<file path="src/rtl/tinyqv_debug_pkg.sv">
// Shared definitions for the debug UART transmit path.
// Contents: store-size encodings (write_n), drain FSM state type, and
// size_to_bytes(), which maps a store size to the number of bytes it carries.
package tinyqv_debug_pkg;

  localparam logic [1:0] SIZE_BYTE = 2'b00;
  localparam logic [1:0] SIZE_HALF = 2'b01;
  localparam logic [1:0] SIZE_WORD = 2'b10;
  localparam logic [1:0] SIZE_NONE = 2'b11;

  typedef enum logic {
    ST_IDLE  = 1'b0,
    ST_GUARD = 1'b1
  } drain_state_e;

  // Bytes carried by a store of the given size; 0 for "no write".
  function automatic logic [2:0] size_to_bytes(input logic [1:0] wr_size);
    logic [2:0] n;
    case (wr_size)
      SIZE_BYTE: n = 3'd1;
      SIZE_HALF: n = 3'd2;
      SIZE_WORD: n = 3'd4;
      default:   n = 3'd0;
    endcase
    return n;
  endfunction

endpackage

</file>
<file path="src/rtl/debug_fifo_mem.sv">
// DEPTH x 8 storage for the debug UART transmit FIFO.
// Ports:
//   clk        - system clock
//   wr_mask    - per-lane write enable; lane i lands at wr_base + i
//   wr_base    - slot for lane 0 of the store
//   wr_data    - store data, lane i = wr_data[8*i +: 8]
//   rd_ptr     - read slot
//   rd_data_c  - combinational read of slot rd_ptr
// Storage has no reset: validity is tracked by the pointers and level
// counter in the parent.
module debug_fifo_mem
  import tinyqv_debug_pkg::*;
#(
  parameter int unsigned DEPTH = 8
) (
  input  logic                       clk,
  input  logic [3:0]                 wr_mask,
  input  logic [$clog2(DEPTH)-1:0]   wr_base,
  input  logic [31:0]                wr_data,
  input  logic [$clog2(DEPTH)-1:0]   rd_ptr,
  output logic [7:0]                 rd_data_c
);

  localparam int unsigned AW = $clog2(DEPTH);

  logic [7:0] mem_q [DEPTH];

  // Lanes map to consecutive slots; the slot index wraps modulo DEPTH.
  always_ff @(posedge clk) begin
    for (int i = 0; i < 4; i++) begin
      if (wr_mask[i]) begin
        mem_q[wr_base + AW'(i)] <= wr_data[8*i +: 8];
      end
    end
  end

  assign rd_data_c = mem_q[rd_ptr];

endmodule

</file>
<file path="src/rtl/debug_uart_tx_fifo.sv">
// Byte FIFO between CPU stores to the debug UART data register and the
// uart_tx serializer. Byte/half/word stores are split little-endian into
// bytes; a drain FSM hands bytes to the serializer one at a time.
// Ports:
//   clk, rst      - clock; asynchronous active-high reset
//   wr_valid      - store to the debug UART data address this cycle
//   wr_size       - 00 byte, 01 half, 10 word, 11 no write
//   wr_data       - store data, byte 0 = wr_data[7:0]
//   clr_overflow  - clears sticky overflow (and disarms low-water irq)
//   tx_busy       - serializer busy
//   tx_start      - one-cycle start pulse to the serializer
//   tx_data       - byte for the serializer, held until the next start
//   level         - bytes queued
//   empty, full   - level == 0 / level == DEPTH
//   overflow      - sticky: a store was dropped for lack of space
//   irq_low       - low-water interrupt
// Build option: define DEBUG_UART_FIFO_IRQ_EN to include the low-water
// interrupt; otherwise irq_low is constant 0.
module debug_uart_tx_fifo
  import tinyqv_debug_pkg::*;
#(
  parameter int unsigned DEPTH      = 8,
  parameter int unsigned LOW_THRESH = 2
) (
  input  logic                     clk,
  input  logic                     rst,
  input  logic                     wr_valid,
  input  logic [1:0]               wr_size,
  input  logic [31:0]              wr_data,
  input  logic                     clr_overflow,
  input  logic                     tx_busy,
  output logic                     tx_start,
  output logic [7:0]               tx_data,
  output logic [$clog2(DEPTH):0]   level,
  output logic                     empty,
  output logic                     full,
  output logic                     overflow,
  output logic                     irq_low
);

  localparam int unsigned AW = $clog2(DEPTH);
  localparam int unsigned LW = AW + 1;

  // Reject configurations the pointer/level arithmetic does not support.
  if ((DEPTH < 4) || ((1 << AW) != DEPTH) || (LOW_THRESH >= DEPTH)) begin : g_bad_cfg
    $error("debug_uart_tx_fifo: DEPTH must be a power of 2 >= 4 and LOW_THRESH < DEPTH");
  end

  drain_state_e  state_q, state_d;
  logic [AW-1:0] wr_ptr_q, wr_ptr_d;
  logic [AW-1:0] rd_ptr_q, rd_ptr_d;
  logic [LW-1:0] level_q, level_d;
  logic          tx_start_q, tx_start_d;
  logic [7:0]    tx_data_q, tx_data_d;
  logic          overflow_q, overflow_d;
  logic          empty_q, empty_d;
  logic          full_q, full_d;

  logic [2:0]    n_bytes;
  logic          push_req;
  logic          accept;
  logic          pop;
  logic [3:0]    wr_mask;
  logic [7:0]    rd_data_c;

  debug_fifo_mem #(
    .DEPTH (DEPTH)
  ) u_mem (
    .clk       (clk),
    .wr_mask   (wr_mask),
    .wr_base   (wr_ptr_q),
    .wr_data   (wr_data),
    .rd_ptr    (rd_ptr_q),
    .rd_data_c (rd_data_c)
  );

  // Store acceptance: all-or-nothing against the level before any pop.
  always_comb begin
    n_bytes  = size_to_bytes(wr_size);
    push_req = wr_valid && (wr_size != SIZE_NONE);
    accept   = push_req && ((LW'(DEPTH) - level_q) >= LW'(n_bytes));
    wr_mask  = 4'b0000;
    if (accept) begin
      case (n_bytes)
        3'd1:    wr_mask = 4'b0001;
        3'd2:    wr_mask = 4'b0011;
        3'd4:    wr_mask = 4'b1111;
        default: wr_mask = 4'b0000;
      endcase
    end
  end

  // Next-state: pointers, level, overflow and the drain FSM.
  always_comb begin
    state_d    = state_q;
    rd_ptr_d   = rd_ptr_q;
    tx_start_d = 1'b0;
    tx_data_d  = tx_data_q;
    pop        = 1'b0;

    case (state_q)
      ST_IDLE: begin
        if ((level_q != '0) && !tx_busy) begin
          pop        = 1'b1;
          tx_start_d = 1'b1;
          tx_data_d  = rd_data_c;
          rd_ptr_d   = rd_ptr_q + AW'(1);
          state_d    = ST_GUARD;
        end
      end
      // Serializer raises busy one cycle after the start pulse; skip that cycle.
      ST_GUARD: state_d = ST_IDLE;
      default:  state_d = ST_IDLE;
    endcase

    wr_ptr_d = accept ? (wr_ptr_q + AW'(n_bytes)) : wr_ptr_q;
    level_d  = level_q + (accept ? LW'(n_bytes) : LW'(0)) - (pop ? LW'(1) : LW'(0));

    // Set wins over clear.
    if (push_req && !accept) begin
      overflow_d = 1'b1;
    end else if (clr_overflow) begin
      overflow_d = 1'b0;
    end else begin
      overflow_d = overflow_q;
    end

    empty_d = (level_d == LW'(0));
    full_d  = (level_d == LW'(DEPTH));
  end

  always_ff @(posedge clk or posedge rst) begin
    if (rst) begin
      state_q    <= ST_IDLE;
      wr_ptr_q   <= '0;
      rd_ptr_q   <= '0;
      level_q    <= '0;
      tx_start_q <= 1'b0;
      tx_data_q  <= 8'h00;
      overflow_q <= 1'b0;
      empty_q    <= 1'b1;
      full_q     <= 1'b0;
    end else begin
      state_q    <= state_d;
      wr_ptr_q   <= wr_ptr_d;
      rd_ptr_q   <= rd_ptr_d;
      level_q    <= level_d;
      tx_start_q <= tx_start_d;
      tx_data_q  <= tx_data_d;
      overflow_q <= overflow_d;
      empty_q    <= empty_d;
      full_q     <= full_d;
    end
  end

`ifdef DEBUG_UART_FIFO_IRQ_EN
  logic armed_q, armed_d;
  logic irq_low_q, irq_low_d;

  // Arms once the FIFO rises above the threshold; clr_overflow acknowledges.
  always_comb begin
    armed_d = armed_q;
    if (clr_overflow) begin
      armed_d = 1'b0;
    end else if (level_d > LW'(LOW_THRESH)) begin
      armed_d = 1'b1;
    end
    irq_low_d = armed_d && (level_d <= LW'(LOW_THRESH));
  end

  always_ff @(posedge clk or posedge rst) begin
    if (rst) begin
      armed_q   <= 1'b0;
      irq_low_q <= 1'b0;
    end else begin
      armed_q   <= armed_d;
      irq_low_q <= irq_low_d;
    end
  end

  assign irq_low = irq_low_q;
`else
  assign irq_low = 1'b0;
`endif

  assign tx_start = tx_start_q;
  assign tx_data  = tx_data_q;
  assign level    = level_q;
  assign empty    = empty_q;
  assign full     = full_q;
  assign overflow = overflow_q;

endmodule

</file>
<file path="config.mk">
export PLATFORM = sky130hd
export DESIGN_NAME = debug_uart_tx_fifo
export DESIGN_NICKNAME = d
export VERILOG_FILES = /design/src/rtl/tinyqv_debug_pkg.sv /design/src/rtl/debug_fifo_mem.sv /design/src/rtl/debug_uart_tx_fifo.sv
export SDC_FILE = /design/constraint.sdc
export NUM_CORES = 1
export LEC_CHECK = 0
export BUFFER_PORTS_ARGS = -buffer_cell sky130_fd_sc_hd__clkbuf_2
export CORE_UTILIZATION = 40
export DETAILED_ROUTE_END_ITERATION = 10
export RECOVER_POWER = 50
export SYNTH_ARGS = -nofsm -noshare
export SYNTH_HDL_FRONTEND = slang
export SYNTH_SLANG_ARGS = --single-unit
</file>
<file path="constraint.sdc">
create_clock -name clk -period 6.2 [get_ports clk]
set_clock_uncertainty 0.2 [all_clocks]
set_input_delay 0.62 -clock clk [delete_from_list [all_inputs] [get_ports clk]]
set_output_delay 0.62 -clock clk [all_outputs]
set_load 0.02 [all_outputs]
</file>
---- Word level (Yosys, flattened, before mapping) ----
Memory sizes are Yosys's and may differ from the RTL's. A register that Yosys moved wholly into a read port is not among the register bits.
Index checks and enable logic that the tools add are counted.
storage, ports and cells
  word-level logic and storage cells ...... 55
  register bits ........................... 15
  memories kept ........................... 1
  RAM bits ................................ 64
  bits of input ports ..................... 39
memories
  name         words  width  rd ports  clocked after Yosys merged registers in  wr ports  line                  source
  u_mem.mem_q  8      8      1         1                                        4         debug_fifo_mem.sv:26  logic [7:0] mem_q [DEPTH];
operators by class
  $lt $le $gt $ge ......................... 1
  mux-type cells .......................... 18
  eq/ne operators ......................... 7
  add/sub/neg operators ................... 8
  bitwise gates (word level) .............. 1
  reduce and logical (&&, ||, !) cells .... 11
operator list
  kind                                                  count
  two-way mux 1 bit                                     13
  one-hot mux 4 bit (3 select lines)                    1
  one-hot mux 3 bit (3 select lines)                    1
  adder 3 x 1 -> 3 bit (second input constant)          2
  adder 3 x 2 -> 3 bit (second input constant)          2
  adder 4 x 3 -> 4 bit                                  1
  equality test 4 bit (second input constant)           1
  greater-or-equal comparator 4 x 3 -> 1 bit            1
  logical AND 1 bit                                     4
  zero test 4 bit                                       1
  two-way mux 4 bit                                     1
  nonzero test 4 bit                                    1
  subtractor 4 x 1 -> 4 bit                             1
  subtractor 4 bit (first input constant)               1
  adder 3 bit                                           1
  equality test 3 x 1 -> 1 bit (second input constant)  1
  equality test 3 x 2 -> 1 bit (second input constant)  1
  equality test 3 bit (second input constant)           1
  two-way mux 3 bit                                     1
  equality test 2 x 1 -> 1 bit (second input constant)  1
  equality test 2 bit (second input constant)           1
  zero test 1 bit                                       2
  zero test 2 bit                                       1
  != test 2 bit (second input constant)                 1
  other kinds (4)                                       4

---- Longest topological paths before layout ----
Gate-level depths: netlist of the first run.
  word-level depth ........................ 8
  gate-level depth with buffers ........... 18

---- Hierarchy ----
A second synthesis of the first run with hierarchy kept.
second synthesis, totals
  cell total of the unflattened synthesis .. 532
  area total of the unflattened synthesis .. 5,667.9 µm²
by module, submodules not included
  module              area an instance (µm²)  times used  cells each
  debug_fifo_mem      4,424.2                 1           408
  debug_uart_tx_fifo  1,243.7                 1           124

---- Worst setup path before layout of the first run ----
No wires, ideal clock.
  path kind ............................... input to register
  start ................................... input port wr_size[0]
  end ..................................... register empty_q, in the netlist empty
  setup time .............................. 68 ps
  path buffers ............................ 2
  data arrival time ....................... 3,740 ps
  setup slack ............................. 2,192 ps
  cell stages on the path ................. 18
  data required time ...................... 5,932 ps
  path through ............................ inv_1 > ha_1 > clkbuf_2 > inv_1 > ha_1 > o21ai_0 > or2_2 > buf_4 > a21boi_2 > nand2_1 > ha_1 > inv_1 > ha_1 > inv_1 > fa_1 > inv_1 > or3_1 > nor2_1
between the ends
  word-level cells in the longest chain between the ends .. 8
  elaborated cells between the ends (all ways) .. 12
  classes of those cells .................. add/sub (2); order compare (1); eq/ne (3); mux (2); reduce/logical (4)
RTL lines
  what                                         line                       source
  start: declaration                           debug_uart_tx_fifo.sv:28   input logic [1:0] wr_size,
  equality test 2 bit (tied with other cells)  tinyqv_debug_pkg.sv:19     case (wr_size)
  one-hot mux 3 bit (3 select lines)           tinyqv_debug_pkg.sv:19
  greater-or-equal comparator 4 x 3 -> 1 bit   debug_uart_tx_fifo.sv:81   accept = push_req && ((LW'(DEPTH) - level_q) >= LW'(n_bytes));
  logical AND 1 bit                            debug_uart_tx_fifo.sv:81
  two-way mux 3 bit (*)                        debug_uart_tx_fifo.sv:117  level_d = level_q + (accept ? LW'(n_bytes) : LW'(0)) - (pop ? LW'(1) : LW'(0));
  adder 4 x 3 -> 4 bit (*)                     debug_uart_tx_fifo.sv:117
  subtractor 4 x 1 -> 4 bit (*)                debug_uart_tx_fifo.sv:117
  net level_d[1]                               debug_uart_tx_fifo.sv:52   logic [LW-1:0] level_q, level_d;
  zero test 4 bit (*)                          debug_uart_tx_fifo.sv:128  empty_d = (level_d == LW'(0));
  net empty_d                                  debug_uart_tx_fifo.sv:56   logic empty_q, empty_d;
  end signal: assignment                       debug_uart_tx_fifo.sv:151  empty_q <= empty_d;
  end: declaration                             debug_uart_tx_fifo.sv:56
The timed path passes the listed nets; every way through them passes the cells marked *.
A chain may end at the register's enable or synchronous reset.

==> results.yml, run 1 <==
power:
  vdd_drop_max_mv: 0.412
  p_comb_share_pct: 52.4
  leakage_nw: 2.48
  powerDensity_nw_per_um2: 466
  clockPowerShare_pct: 18.1
  p_sw_share_pct: 48.3
  power_switching_w: 0.00157
  p_seq_share_pct: 29.4
  cell_internal_pwr_w: 0.00168
yosys:
  synthMostInstantiatedCell: "o21ai_0"
  synth_nets: 684
  synth_ff_type: "edfxtp_1"
  synth_top_area_cell: "edfxtp_1"
  ys.warnings.count: 0
  syn_area_um2: 6390
  synth_common_cells: "o21ai_0, a22oi_1, edfxtp_1, o22ai_1, nand2_1"
  synth-edff-count: 64
  yosysSeqAreaShare_pct: 38.7
  synthCells: 624
  synth_top_cell_area_share_pct: 30.1
  synth.area.top_cells: "edfxtp_1, dfrtp_1, a22oi_1"
  ys_seq_elements: 86
  synth_cell_types: 59
  avgSynthCellArea_um2: 10.2
  async_flop_share_pct: 25.6
layout:
  final_cell_area_um2: 6970
  nets: 698
  area_delta_synth_final_pct: 9.19
  fillers: 1499
  antenna_cells: 0
  drive_above_1_share_pct: 16.8
floorplan:
  die_y_um: 128
  placeableCoreArea_um2: 15400
  die-width_um: 128
  num_io_pins: 56
  start_util_pct: 41.6
  rows: 45
  dieArea_um2: 16500
drt:
  wl_per_cell_um: 24.7
  dr.pass1.iters: 6
  viasPerCell: 6.51
  dr.first_iter.drc_count: 982
  vias: 5561
  totalWireLength_mm: 21.1
  antenna_left: 0
  drc_errors: 0
placed_design:
  place_congestion: 0.948
  postPlaceCellArea_um2: 6680
  detailed_place_hpwl_mm: 15.3
  portBuffers: 54
clock_tree:
  cts_setup_buffers: 0
  clk_pin_slew_worst_paths_ns: 0.07
  clockBufferDepth: 2
  cts_inserted_buffers: 9
  cts_resized: 0
  cts.sinks: 86
  clk_latency_ns: 0.36
  tritoncts: "done"
  cts_hold_buf: 0
  clk_root_buffer_cell: "clkbuf_16"
  htreeDepth: 3
global_routing:
  grt_pass1_wl_mm: 31.6
  grtUsageTotal_pct: 26.3
  grt.overflow.total: 0
  antenna_found_initial: 0
  grt_max_degree: 67
  grt_pass1_vias: 5298
timing:
  max_freq_mhz: 200
  fin_crit_sh_pct: 80.5
  post-route-min-period_ns: 4.99
  finalMaxSlewViolations: 0
  setup_violations: 0
  grt_setup_unrepaired: "no"
  setup-tns-final_ns: 0
  tightest_slew_ns: 1.26
  hold_viol: 0
  relSlewSlack_pct: 16.0
worst_setup_path:
  critPathCaptureType: "flip-flop"
  crit_arrival_ns: 4.76
  reg2reg_depth: 9
  r2r_end: "u_mem.mem_q[3][0]"
  rr_startpoint: "level[0]"
  max_stage_delay_ns: 1.05
  worstPathCellList: "inv_1 > ha_1 > xnor2_1 > ha_1 > o21ai_0 > or2_0 > a21boi_0 > nand3_1 > o2111ai_1"
  crit_top_cell: "ha_1"
  crit_type: "flip-flop to flip-flop"
  worstPathMaxFanout: 11
  reg2reg_slack_ns: 1.21
  cp_slowest_cell: "o2111ai_1"
  worst-path-buf-inv: 1
  worst_ep_required_time_ns: 5.97
  startpoint_type: "flip-flop"
  cpLargestDelayFamily: "compound AO/OA/AOI/OAI gates"
status:
  outcome: "complete, no violations"
flow_run:
  max_cap_violations: 0
hold_path:
  worstHoldPathType: "input pin to async pin"
power groups by stage:
| stage | clock, W | combinational [W] | sequential [W] |
|---|---|---|---|
| finish | 0.000590 | 0.00170 | 0.000957 |
| global route | 0.000619 | 0.00183 | 0.000978 |
| CTS | 0.000599 | 0.00171 | 0.000958 |
| detailed placement | 0 | 0.00170 | 0.000971 |
| global placement | 0 | 0.00168 | 0.000963 |
| floorplan | 0 | 0.00136 | 0.000940 |
how the worst max path moves through the flow:
stage | from | endpoint | depth (start not counted)
5_1_grt | level[0] | empty | 16
2_1_floorplan | wr_size[0] | empty | 18
3_3_place_gp | wr_size[0] | empty | 17
3_5_place_dp | wr_size[0] | empty | 17
6_report | level[0] | u_mem.mem_q[3][0] | 9
4_1_cts | wr_ptr_q[1] | u_mem.mem_q[4][4] | 7
flip-flops by register name (all words and copies together), names as in the netlist:
register     count
rd_ptr_q         3
wr_ptr_q         3
level            4
state_q          1
overflow         1
u_mem.mem_q     64
empty            1
tx_data          8
full             1
layout make-up:
cell class,count,area (µm²),share of cell area [%]
clock inverters,5,83.8,1.20
well taps,211,264,3.79
inverters,34,135,1.94
repair buffers,58,280,4.02
multi-input cells,449,3500,50.3
flip-flops and latches,86,2470,35.5
clock buffers,11,233,3.34
layer usage:
layer / wire length (µm) / GRT usage [%]
met1: 8620 / 34.4
met2: 9630 / 41.6
met3: 1980 / 5.78
met4: 820 / 12.0
met5: 0 / 0
cell usage in the layout, fill, tap and decap left out, types with 19 or more instances in the layout:
cell / Yosys / final
o22ai_1: 64 / 64
nand2_1: 50 / 50
edfxtp_1: 64 / 64
o21bai_1: 40 / 40
clkbuf_2: 2 / 38
dfrtp_1: 21 / 21
o21ai_0: 81 / 81
inv_1: 31 / 31
ha_1: 19 / 19
a22oi_1: 64 / 64
cell families after synthesis:
kind of cell	share of synthesized area [%]
compound gates	34.5
simple gates	7.17
buf+inv	6.35
flops	38.7
mux	6.90
fa+ha+maj	4.35
xor+xnor	1.94
other cells	0.0587
stage by stage:
step                      setup WS (ns)  util (%)  std cells  power (W)  hold WS [ns]
after detailed placement           1.81      43.5        838    0.00267         0.270
final                              1.21      45.4        854    0.00325         0.250
after CTS                          1.90      45.5        854    0.00326         0.276
after floorplan                    2.19         -        624    0.00230         0.346
after global routing              0.908      45.4        854    0.00343         0.309
after global placement             1.89      43.5        838    0.00264         0.261
Power figures use the tool's default switching activity.
==> inputs of run 2 (changes only) <==
ABC_AREA = 1   (was unset)
clock period = 4.85 ns   (was 6.2 ns; I/O delays follow)
==> run 2 against run 1 <==
Effect of this change: setup slack got worse by 0.52 ns; final area grew 4.5%; combinational power up 9%; sequential share of layout area shrank 1.5 points; final cell count grew 37%; non-clock buffer count rose by 5; highest routed layer unchanged.
==> results.yml, run 2 <==
status:
  outcome: "complete, no violations"
global_routing:
  grt.overflow.total: 0
  grt_pass1_wl_mm: 34.4
  grt_pass1_vias: 5840
  grt_max_degree: 35
  antenna_found_initial: 0
  grtUsageTotal_pct: 26.1
worst_setup_path:
  cpLargestDelayFamily: "simple AND/OR/NAND/NOR gates"
  worstPathCellList: "clkbuf_1 > inv_1 > ha_1 > inv_1 > ha_1 > nand2_1 > nand2_1 > nand2_8 > nor2_1 > nand2_1 > nand4_1"
  crit_arrival_ns: 3.94
  crit_type: "input pin to flip-flop"
  cp_slowest_cell: "nor2_1"
  max_stage_delay_ns: 0.68
  crit_top_cell: "nand2_1"
  worstPathMaxFanout: 16
  worst-path-buf-inv: 3
  worst_ep_required_time_ns: 4.63
  critPathCaptureType: "flip-flop"
  startpoint_type: "input pin"
drt:
  drc_errors: 0
  wl_per_cell_um: 18.8
  dr.pass1.iters: 5
  viasPerCell: 5.42
  vias: 6360
  dr.first_iter.drc_count: 906
  antenna_left: 0
  totalWireLength_mm: 22.1
layout:
  final_common_cell: "nand2_1"
  final_util_pct: 44.1
  largest_reg_flops: 64
  area_delta_synth_final_pct: 8.15
  layout_common_cells: "nand2_1, nor2_1, nand3_1, edfxtp_1, inv_1"
  antenna_cells: 0
  drive_above_1_share_pct: 10.8
  top_register: "u_mem.mem_q"
  nets: 1009
  final_cell_area_um2: 7290
  layout.cells.non_filler: 1174
floorplan:
  dieArea_um2: 17400
  placeableCoreArea_um2: 16500
  num_io_pins: 56
  die-width_um: 132
  start_util_pct: 40.8
  rows: 47
  die_y_um: 132
yosys:
  synth_cell_types: 42
  synth_top_area_cell: "edfxtp_1"
  synth_ff_type: "edfxtp_1"
  synth-edff-count: 64
  synth.area.top_cells: "edfxtp_1, nand2_1, nor2_1"
  async_flop_share_pct: 25.6
  synthMostInstantiatedCell: "nand2_1"
  avgSynthCellArea_um2: 7.23
  synth_nets: 992
  synthCells: 932
  synth_top_cell_area_share_pct: 28.5
  ys_seq_elements: 86
  yosysSeqAreaShare_pct: 36.7
  synth_common_cells: "nand2_1, nor2_1, nand3_1"
  ys.warnings.count: 0
  syn_area_um2: 6740
timing:
  max_freq_mhz: 240
  finalMaxSlewViolations: 0
  setup_ws_ns: 0.689
  fin_crit_sh_pct: 85.8
  grt_setup_unrepaired: "no"
  post-route-min-period_ns: 4.16
  tightest_slew_ns: 1.01
  setup_violations: 0
  setup-tns-final_ns: 0
  hold_viol: 0
  relSlewSlack_pct: 32.3
clock_tree:
  cts_setup_buffers: 0
  cts_resized: 0
  cts_inserted_buffers: 9
  clockBufferDepth: 2
  htreeDepth: 3
  clk_pin_slew_worst_paths_ns: 0.07
  cts_hold_buf: 0
  cts.sinks: 86
  clk_latency_ns: 0.35
  tritoncts: "done"
  clk_root_buffer_cell: "clkbuf_16"
flow_run:
  max_cap_violations: 0
placed_design:
  dpl.cell_count: 1158
  place_congestion: 0.961
  postPlaceCellArea_um2: 7020
  detailed_place_hpwl_mm: 16.5
  portBuffers: 54
  post-place-ws_ns: 0.751
power:
  powerDensity_nw_per_um2: 526
  leakage_nw: 3.37
  vdd_drop_max_mv: 0.299
hold_path:
  worstHoldPathType: "input pin to flip-flop"
-- run 2: changes by cell type after synthesis, moves of 9 or more --
cell / previous run / this run
a22oi_1: 64 / 0
o211ai_1: 2 / 11
nor2_1: 15 / 179
o21bai_1: 40 / 0
o21ai_0: 81 / 19
a21oi_1: 2 / 23
inv_1: 31 / 57
nand3_1: 6 / 123
nand2_1: 50 / 257
o22ai_1: 64 / 1
mux4_2: 16 / 0
nor2_4: 0 / 9
-- run 2: area by class of cell --
class | count | area [µm²]
Clock buffer | 10 | 229
Clock inverter | 6 | 93.8
Fill cell | 1711 | 9240
Inverter | 62 | 233
Multi-Input combinational cell | 727 | 3670
Sequential cell | 86 | 2470
Tap cell | 220 | 275
Timing Repair Buffer | 63 | 317
-- run 2: where the power goes --
part / switching, W / internal (W)
registers: 0.000161 / 0.00105
clock network: 0.000311 / 0.000457
logic: 0.00133 / 0.000534
-- run 2: worst register-to-register path, stage by stage, from the launching register on --
cell,delay [ns]
dfrtp_1,0.40
inv_1,0.09
ha_1,0.30
ha_1,0.27
o21ai_0,0.07
nand2_1,0.07
nand2_1,0.06
nand2_1,0.67
nand2_8,0.14
nor2_1,0.68
nand2_1,0.13
nand4_1,0.46
-- run 2: cell families after synthesis --
logic type	after synthesis	synth area share, %
DFF	86	36.7
muxes	8	1.19
adders and majority gates	21	4.12
and+or+nand+nor	608	40.8
buffers and inverters	119	8.34
AOI/OAI and AO/OA	79	7.52
other	1	0.0556
xor gates and xnor gates	10	1.30
-- run 2: layer usage --
metal | up-vias | track usage [%] | wire length (µm)
met5 | - | 0 | 0
met4 | 0 | 11.5 | 838
met3 | 48 | 5.23 | 1690
met2 | 318 | 38.9 | 9710
met1 | 2889 | 36.6 | 9830
li1 | 3105 | - | -
-- run 2: path summary, 6_finish.rpt --
kind / slack, ns / endpoint / from / cells past startpoint
min: 0.12 / overflow / clr_overflow / 2
min in group asynchronous: 0.15 / state_q / rst / 2
min reg2reg: 0.28 / tx_data[3] / tx_data[3] / 2
max reg2reg: 0.94 / u_mem.mem_q[5][6] / level[0] / 11
max in group asynchronous: 3.70 / tx_data[2] / rst / 2
max: 0.69 / u_mem.mem_q[5][6] / wr_size[0] / 11
-- run 2: metrics by stage --
stage          power (W)  hold slack, ns
6_report         0.00384           0.124
3_5_place_dp     0.00314           0.268
4_1_cts          0.00390           0.122
2_1_floorplan    0.00263           0.273
5_1_grt          0.00409           0.148
3_3_place_gp     0.00311           0.264
==> inputs of run 3 (changes only) <==
--- a/config.mk
+++ b/config.mk
@@ -14,2 +14,3 @@
 export SYNTH_HDL_FRONTEND = slang
+export SYNTH_HIERARCHICAL = 1
 export SYNTH_SLANG_ARGS = --single-unit
==> constraint.sdc (replaced) <==
create_clock -name clk -period 4.85 [get_ports clk]
set_clock_uncertainty 0.2 [all_clocks]
set_input_delay 0.7275 -clock clk [delete_from_list [all_inputs] [get_ports clk]]
set_output_delay 0.7275 -clock clk [all_outputs]
set_load 0.02 [all_outputs]
==> run 3 against run 2 <==
Effect of this change: wire length decreased by 3.9%; final cell count increased by 5.0%; first-iteration DRC count decreased by 0.99%; global-route usage decreased by 2.0 points; die area increased by 1.6%; synthesized cell count increased by 7.8%; flip-flop and latch count unchanged; power decreased by 1.6%; combinational power about the same; largest power group unchanged.
==> results.yml, run 3 <==
layout:
  final_common_cell: "nand2_1"
  largest_reg_flops: 64
  layout_common_cells: "nand2_1, nor2_1, inv_1, nand3_1, o21ai_0"
  fillers: 1674
  area_delta_synth_final_pct: 7.24
  nets: 1068
  top_register: "u_mem/mem_q"
  final_util_pct: 44.1
  antenna_cells: 0
  drive_above_1_share_pct: 8.79
  layout.cells.non_filler: 1233
timing:
  finalMaxSlewViolations: 0
  tightest_slew_ns: 1.46
  setup-tns-final_ns: 0
  hold_viol: 0
  grt_setup_unrepaired: "no"
  post-route-min-period_ns: 4.09
  max_freq_mhz: 244
  fin_crit_sh_pct: 84.3
  relSlewSlack_pct: 2.60
  setup_violations: 0
yosys:
  synth.area.top_cells: "edfxtp_1, nand2_1, dfrtp_1"
  synth-edff-count: 64
  yosysSeqAreaShare_pct: 36.1
  synth_cell_types: 34
  synth_ff_type: "edfxtp_1"
  synth_top_area_cell: "edfxtp_1"
  syn_area_um2: 6850
  synthMostInstantiatedCell: "nand2_1"
  ys_seq_elements: 86
  synth_top_cell_area_share_pct: 28.1
  avgSynthCellArea_um2: 6.81
  synthCells: 1005
  ys.warnings.count: 6
  async_flop_share_pct: 25.6
  synth_nets: 1065
  synth_common_cells: "nand2_1, nor2_1, inv_1"
power:
  p_comb_share_pct: 49.9
  power_switching_w: 0.00182
  leakage_nw: 3.41
  p_sw_share_pct: 48.1
  powerDensity_nw_per_um2: 514
  p_seq_share_pct: 32.0
  vdd_drop_max_mv: 0.287
  cell_internal_pwr_w: 0.00196
  power.total_w: 0.00378
  clockPowerShare_pct: 18.1
worst_setup_path:
  worstPathMaxFanout: 10
  reg2reg_slack_ns: 0.77
  crit_arrival_ns: 3.88
  worst_ep_required_time_ns: 4.64
  critPathCaptureType: "flip-flop"
  crit_type: "input pin to flip-flop"
  startpoint_type: "input pin"
global_routing:
  grt_max_degree: 39
  antenna_found_initial: 0
  grtUsageTotal_pct: 24.0
  grt.overflow.total: 0
  grt_pass1_wl_mm: 32.4
  grt_pass1_vias: 5725
drt:
  viasPerCell: 5.36
  antenna_left: 0
  wl_per_cell_um: 17.2
  dr.pass1.iters: 10
  vias: 6614
  dr.first_iter.drc_count: 897
  drc_errors: 0
  totalWireLength_mm: 21.2
clock_tree:
  tritoncts: "done"
  cts_resized: 0
  cts_hold_buf: 0
  cts_setup_buffers: 0
  clk_latency_ns: 0.33
  clk_pin_slew_worst_paths_ns: 0.06
  htreeDepth: 3
  cts_inserted_buffers: 9
  clk_root_buffer_cell: "clkbuf_16"
  clockBufferDepth: 2
  cts.sinks: 86
placed_design:
  place_congestion: 1.00
  detailed_place_hpwl_mm: 15.7
  portBuffers: 54
  dpl.cell_count: 1217
flow_run:
  max_cap_violations: 0
floorplan:
  num_io_pins: 56
  dieArea_um2: 17600
  rows: 47
  die_y_um: 133
  die-width_um: 133
  start_util_pct: 41.1
  placeableCoreArea_um2: 16600
status:
  outcome: "complete, no violations"
hold_path:
  worstHoldPathType: "flip-flop to flip-flop"
run 3: cell types whose count changed after synthesis, moves of 21 or more:
cell and change:
nand2_1 +80, nand4_1 +65, o21ai_0 +62, nor2_1 -60, nand3_1 -43, inv_1 +29
a21oi_1 -21
run 3: final timing paths:
| kind | startpoint | end | cells after the start |
|---|---|---|---|
| max in group asynchronous | rst | wr_ptr_q[2] | 2 |
| min in group asynchronous | rst | tx_data[3] | 2 |
| hold reg to reg | tx_data[1] | tx_data[1] | 2 |
| hold / removal | tx_data[1] | tx_data[1] | 2 |
| setup / recovery | wr_size[0] | u_mem/mem_q[4][5] | 15 |
| setup reg to reg | level[0] | u_mem/mem_q[4][5] | 14 |
run 3: cell type report:
type	instances	area [µm²]	share of cell area (%)
Inverter	92	350	4.77
Multi-Input combinational cell	755	3630	49.5
Sequential cell	86	2470	33.7
Tap cell	220	275	3.75
Clock inverter	7	73.8	1.01
Timing Repair Buffer	64	313	4.26
Clock buffer	9	225	3.07
run 3: cells by family after synthesis:
logic type | share of synthesized area (%)
simple gates | 41.6
buf+inv | 10.5
compound gates | 6.87
flops | 36.1
fa+ha+maj | 4.06
xor+xnor | 0.768
other cells | 0.0548
run 3: power groups by stage:
stage / logic (W) / clock network, W / registers [W]
after global routing: 0.00211 / 0.000715 / 0.00124
final: 0.00188 / 0.000682 / 0.00121
after CTS: 0.00190 / 0.000690 / 0.00121
after floorplan: 0.00142 / 0 / 0.00121
after global placement: 0.00189 / 0 / 0.00122
after detailed placement: 0.00190 / 0 / 0.00122
run 3: through the flow:
stage	cell area, µm²	setup slack (ns)	hold slack, ns
2_1_floorplan	6850	1.29	0.243
5_1_grt	7340	0.487	0.299
3_5_place_dp	7100	0.863	0.265
4_1_cts	7400	1.15	0.282
3_3_place_gp	7100	0.923	0.262
6_report	7340	0.759	0.278
run 3: metal layers:
metal / wire length [µm] / global-route usage, %
met5: 0 / 0
met3: 1550 / 2.07
met2: 8920 / 35.0
met1: 9990 / 36.2
met4: 742 / 10.3
run 3: critical path, stage by stage:
cell and delay, ns:
clkbuf_1 0.13, inv_1 0.09, ha_1 0.24, ha_1 0.28
o21ai_0 0.08, nand2_1 0.06, nand2_1 0.06, nand2_1 0.12
nand2_1 0.15, nor2_1 0.12, clkbuf_1 0.55, nand2_1 0.23
inv_1 0.24, nand3_1 0.35, nand4_1 0.46
